<file path="config.mk">
export PLATFORM = sky130hd
export DESIGN_NAME = param_link_tx
export DESIGN_NICKNAME = d
export VERILOG_FILES = /design/src/rtl/synth_link_pkg.sv /design/src/rtl/byte_strobe_gen.sv /design/src/rtl/param_link_tx.sv
export SDC_FILE = /design/constraint.sdc
export NUM_CORES = 1
export LEC_CHECK = 0
export BUFFER_PORTS_ARGS = -buffer_cell sky130_fd_sc_hd__buf_4
export CORE_ASPECT_RATIO = 1.4
export CORE_MARGIN = 4
export CORE_UTILIZATION = 59
export DETAILED_ROUTE_END_ITERATION = 10
export GPL_TIMING_DRIVEN = 0
export MAX_ROUTING_LAYER = met4
export PLACE_DENSITY = 0.92
export SETUP_SLACK_MARGIN = 0.3
export SYNTH_ARGS = -nofsm -noshare
export SYNTH_HDL_FRONTEND = slang
export SYNTH_SLANG_ARGS = --single-unit
</file>
<file path="constraint.sdc">
create_clock -name i_clk -period 3.9 [get_ports i_clk]
set_clock_uncertainty 0.1 [all_clocks]
set_input_delay 0.39 -clock i_clk [delete_from_list [all_inputs] [get_ports i_clk]]
set_output_delay 0.39 -clock i_clk [all_outputs]
set_load 0.01 [all_outputs]
</file>
<file path="src/rtl/synth_link_pkg.sv">
// rtl/synth_link_pkg.sv - shared parameter-link definitions for encoder and decoder
package synth_link_pkg;

    typedef enum logic [1:0] {
        WAVE  = 2'd0,
        FREQ  = 2'd1,
        PHASE = 2'd2,
        AMP   = 2'd3
    } param_e;

    localparam logic [7:0] OSC1_BASE = 8'h00;
    localparam logic [7:0] OSC2_BASE = 8'h10;
    localparam logic [7:0] TRAILER   = 8'h00;

    function automatic logic [2:0] param_nbytes(input param_e param);
        case (param)
            WAVE:    param_nbytes = 3'd1;
            FREQ:    param_nbytes = 3'd3;
            default: param_nbytes = 3'd2;
        endcase
    endfunction

    // Byte idx of a frame: 0 = opcode, 1..N = value LSB-first, N+1 = trailer.
    function automatic logic [7:0] frame_byte(input logic osc, input param_e param,
                                              input logic [23:0] value, input logic [2:0] idx);
        logic [2:0] code;
        code = {1'b0, param} + 3'd1;
        if (idx == 3'd0) begin
            frame_byte = (osc ? OSC2_BASE : OSC1_BASE) | {5'b00000, code};
        end else if (idx > param_nbytes(param)) begin
            frame_byte = TRAILER;
        end else begin
            case (idx)
                3'd1:    frame_byte = value[7:0];
                3'd2:    frame_byte = value[15:8];
                default: frame_byte = value[23:16];
            endcase
        end
    endfunction

endpackage

</file>
<file path="src/rtl/byte_strobe_gen.sv">
// rtl/byte_strobe_gen.sv - setup/strobe phase timer for one byte on the parameter link
module byte_strobe_gen #(
    parameter int SETUP_CYCLES  = 2,
    parameter int STROBE_CYCLES = 2
) (
    input  logic i_clk,
    input  logic i_rst_n,
    input  logic i_byte_valid,
    output logic o_data_load,
    output logic o_strobe_start,
    output logic o_byte_done
);

    localparam int MAX_CYC = (SETUP_CYCLES > STROBE_CYCLES) ? SETUP_CYCLES : STROBE_CYCLES;
    localparam int CW      = (MAX_CYC > 1) ? $clog2(MAX_CYC) : 1;

    logic          active;
    logic          strobe;
    logic [CW-1:0] cnt;

    assign o_data_load    = strobe;
    assign o_strobe_start = active && !strobe && (cnt == CW'(SETUP_CYCLES - 1));
    assign o_byte_done    = active && strobe && (cnt == CW'(STROBE_CYCLES - 1));

    // A new byte pulse wins over the end of the previous strobe so bytes chain without a gap.
    always_ff @(posedge i_clk or negedge i_rst_n) begin
        if (!i_rst_n) begin
            active <= 1'b0;
            strobe <= 1'b0;
            cnt    <= '0;
        end else if (i_byte_valid) begin
            active <= 1'b1;
            strobe <= 1'b0;
            cnt    <= '0;
        end else if (active) begin
            if (o_strobe_start) begin
                strobe <= 1'b1;
                cnt    <= '0;
            end else if (o_byte_done) begin
                active <= 1'b0;
                strobe <= 1'b0;
                cnt    <= '0;
            end else begin
                cnt <= cnt + CW'(1);
            end
        end
    end

endmodule

</file>
<file path="src/rtl/param_link_tx.sv">
// rtl/param_link_tx.sv - serialises oscillator parameter writes into byte-plus-strobe frames
module param_link_tx
    import synth_link_pkg::*;
#(
    parameter int SETUP_CYCLES  = 2,
    parameter int STROBE_CYCLES = 2
) (
    input  logic        i_clk,
    input  logic        i_rst_n,
    input  logic        i_req_valid,
    output logic        o_req_ready,
    input  logic        i_req_osc,
    input  logic [1:0]  i_req_param,
    input  logic [23:0] i_req_value,
    output logic [7:0]  o_data,
    output logic        o_data_load,
    output logic        o_busy,
    output logic        o_done
);

    typedef enum logic [1:0] {IDLE, SETUP, STROBE, DONE} state_e;

    state_e      state;
    state_e      state_nxt;
    logic        osc_q;
    param_e      param_q;
    logic [23:0] value_q;
    logic [2:0]  idx;
    logic        accept;
    logic        last_byte;
    logic        byte_valid;
    logic        strobe_start;
    logic        byte_done;

    assign accept     = i_req_valid && (state == IDLE);
    assign last_byte  = (idx == param_nbytes(param_q) + 3'd1);
    assign byte_valid = accept || ((state == STROBE) && byte_done && !last_byte);

    byte_strobe_gen #(
        .SETUP_CYCLES  (SETUP_CYCLES),
        .STROBE_CYCLES (STROBE_CYCLES)
    ) u_strobe (
        .i_clk          (i_clk),
        .i_rst_n        (i_rst_n),
        .i_byte_valid   (byte_valid),
        .o_data_load    (o_data_load),
        .o_strobe_start (strobe_start),
        .o_byte_done    (byte_done)
    );

    // o_data is only reloaded on the edge that opens a new SETUP phase or enters DONE.
    always_ff @(posedge i_clk or negedge i_rst_n) begin
        if (!i_rst_n) begin
            state   <= IDLE;
            osc_q   <= 1'b0;
            param_q <= WAVE;
            value_q <= '0;
            idx     <= '0;
            o_data  <= 8'h00;
        end else begin
            state <= state_nxt;
            if (accept) begin
                osc_q   <= i_req_osc;
                param_q <= param_e'(i_req_param);
                value_q <= i_req_value;
                idx     <= 3'd0;
                o_data  <= frame_byte(i_req_osc, param_e'(i_req_param), i_req_value, 3'd0);
            end else if ((state == STROBE) && byte_done) begin
                if (last_byte) begin
                    o_data <= TRAILER;
                end else begin
                    idx    <= idx + 3'd1;
                    o_data <= frame_byte(osc_q, param_q, value_q, idx + 3'd1);
                end
            end
        end
    end

    always_comb begin
        state_nxt   = state;
        o_req_ready = 1'b0;
        o_busy      = 1'b1;
        o_done      = 1'b0;
        case (state)
            IDLE: begin
                o_req_ready = 1'b1;
                o_busy      = 1'b0;
                if (accept) state_nxt = SETUP;
            end
            SETUP: begin
                if (strobe_start) state_nxt = STROBE;
            end
            STROBE: begin
                if (byte_done) state_nxt = last_byte ? DONE : SETUP;
            end
            DONE: begin
                o_done    = 1'b1;
                state_nxt = IDLE;
            end
            default: state_nxt = IDLE;
        endcase
    end

endmodule
</file>
==> flow_metrics.env <==
export IMPL_status="complete, no violations"
export IMPL_hp_class="in -> reg"
export IMPL_hold_violations=0
export IMPL_grt_pass1_wl_um=8360
export IMPL_routed_via_density=5.69
export IMPL_worstHoldEndpoint="value_q[23]"
export IMPL_setup_tns_ps=0
export IMPL_drt_iter0_drc=93
export IMPL_reg2reg_from="param_q[0]"
export IMPL_mostFrequentLayoutCells="80 x nand2_1, 43 x dfrtp_1, 41 x buf_4"
export IMPL_clockBufferDepth=2
export IMPL_vias=1849
export IMPL_synth_edf_count=0
export IMPL_drive_above_1_share=0.200
export IMPL_final_max_slew_viol_count=0
export IMPL_async_reset_ff_frac=1.00
export IMPL_ys_types=42
export IMPL_cts_buffers=5
export IMPL_path_class="reg -> reg"
export IMPL_reg2reg_to="o_data[6]"
export IMPL_min_period_ps=2660
export IMPL_root_buffer="clkbuf_8"
export IMPL_synth_top_area_frac=0.495
export IMPL_routedWlPerCell_um=15.3
export IMPL_syn_inst=235
export IMPL_crit_buf_inv=1
export IMPL_ir_worst_vdd_mv=0.452
export IMPL_drtPass1Iterations=5
export IMPL_synth_top_cell_by_area="dfrtp_1"
export IMPL_cts_sinks=43
export IMPL_endpoint_kind="register"
export IMPL_path_cells="inv_1 -> ha_1 -> or2_2 -> ha_1 -> and4b_1 -> a31o_2 -> nor3_1 -> a32o_1"
export IMPL_totalPowerFinal_mw=1.76
export IMPL_worst_slack_ps=1240
export IMPL_diodes=0
export IMPL_grt_pass1_vias=1845
export IMPL_hold_path_depth=3
export IMPL_cp_start_kind="register"
export IMPL_maxCapViolations=0
export IMPL_nets=324
export IMPL_clk_latency_ps=300
export IMPL_die_w_um=59.3
export IMPL_cp_startpoint="param_q[0]"
export IMPL_path_delay_family="simple AND/OR/NAND/NOR gates"
export IMPL_die_h_um=79.8
export IMPL_grt_max_degree=44
export IMPL_track_usage=0.241
export IMPL_coreArea_um2=3470
export IMPL_postRouteAntennaNets=0
export IMPL_syn_nets=275
export IMPL_final_cells=325
export IMPL_antenna_found_initial=0
export IMPL_io_pins=42
export IMPL_synthFlopType="dfrtp_1"
export IMPL_dpl_cell_count=316
export IMPL_cp_max_fo=6
export IMPL_cp_common_cell="ha_1"
export IMPL_worstPathRequired_ps=4040
export IMPL_syn_to_final_growth_pct=20.9
export IMPL_io_buffer_count=41
export IMPL_syn_area_per_cell_um2=9.24
export IMPL_slew_headroom=0.606
export IMPL_synth_seq_cells=43
export IMPL_gp_congestion=0.857
export IMPL_hold_path_startpoint="i_req_value[23]"
export IMPL_dpl_hpwl_um=3640
export IMPL_drt_wl_total_um=4960
export IMPL_ys_warn_count=0
export IMPL_setup_viol=0
export IMPL_syn_cell_area_um2=2170
export IMPL_post_route_period_util=0.682
export IMPL_p_leak_nw=1.33
export IMPL_clkTransAtPathRegs_ps=80
export IMPL_arrival_ps=2800
export IMPL_cts_resized_gates=0
export IMPL_worstMarginPinSlew_ps=589
export IMPL_rsz0062_at_grt="false"
export IMPL_die_area_um2=4730
export IMPL_ctsHoldBuffers=1
export IMPL_cts_setup_buffers=0
export IMPL_ys_seq_area_frac=0.495
export IMPL_row_count=25
export IMPL_reg2reg_slack_ps=1240
export IMPL_tritoncts="done"
export IMPL_pre_cts_ws_ps=1240
export IMPL_power_density_nw_per_um2=670
export IMPL_synthTopCellsByArea="dfrtp_1 50%, nand2_1 14%, ha_1 5.8%"
export IMPL_fmax_mhz=376
export IMPL_grt_overflow=0
export IMPL_start_util=0.626
export IMPL_drc=0
export IMPL_cp_slowest_cell="nor3_1"
export IMPL_final_common_cell="nand2_1"
export IMPL_htree_levels=2
export IMPL_reg2regPathDepth=8
export IMPL_slowest_delay_ps=470
[worst max path at each step]
stage,end,slack [ps],cells past startpoint
after floorplan,o_data[3],1510,8
after global placement,o_data[7],1300,8
after global routing,o_data[6],1090,8
after detailed placement,o_data[6],1240,8
after CTS,o_data[6],1230,8
final,o_data[6],1240,8
[routing by layer]
layer | wire length (um) | GRT usage
met5 | 0 | -
met1 | 2050 | 0.295
met3 | 227 | 0.0437
met4 | 91 | 0.116
met2 | 2590 | 0.379
[tightest hold or removal path, stage by stage]
cell,delay (ps)
buf_4,80
nand2_1,40
nand2_1,40
[synthesized netlist by cell type, drive strengths merged, types with 5 or more instances]
cell type,instances
a21oi,6
dfrtp,43
nor2,8
a31oi,5
clkbuf,10
ha,10
inv,6
nand2,80
a22oi,5
o21ai,10
[cell type report]
class | instances | area [um^2]
fill | 246 | 847
clock inverter | 2 | 12.5
multi-input combinational | 173 | 1020
clock buffer | 6 | 72.6
tap | 40 | 50.0
buffer | 13 | 52.6
timing repair buffer | 42 | 318
sequential | 43 | 1080
inverter | 6 | 22.5
[sequential cells by signal, summed over array words and instances, names as in the netlist]
name                  count
u_strobe.active           1
idx                       3
state                     2
param_q                   2
value_q                  24
osc_q                     1
o_data                    8
u_strobe.o_data_load      1
u_strobe.cnt              1
[cell families after synthesis]
| logic type | after synthesis | share of synthesized area |
|---|---|---|
| xor gates and xnor gates | 4 | 0.0161 |
| muxes | 1 | 0.00461 |
| adders and majority gates | 10 | 0.0576 |
| AOI/OAI and AO/OA | 49 | 0.164 |
| buffers and inverters | 19 | 0.0346 |
| DFF | 43 | 0.495 |
| and+or+nand+nor | 109 | 0.228 |
[through the flow]
stage / hold WS, ps / instance area (um^2) / util
2_1_floorplan: -5.59 / 2170 / -
3_3_place_gp: 298 / 2530 / 0.729
3_5_place_dp: 303 / 2530 / 0.729
4_1_cts: 171 / 2630 / 0.756
5_1_grt: 173 / 2630 / 0.756
6_report: 172 / 2630 / 0.756
[where the power goes]
group	switching, mW	internal, mW
Combinational	0.428	0.316
Sequential	0.110	0.626
Clock	0.155	0.125
(Power assumes the default switching activity.)
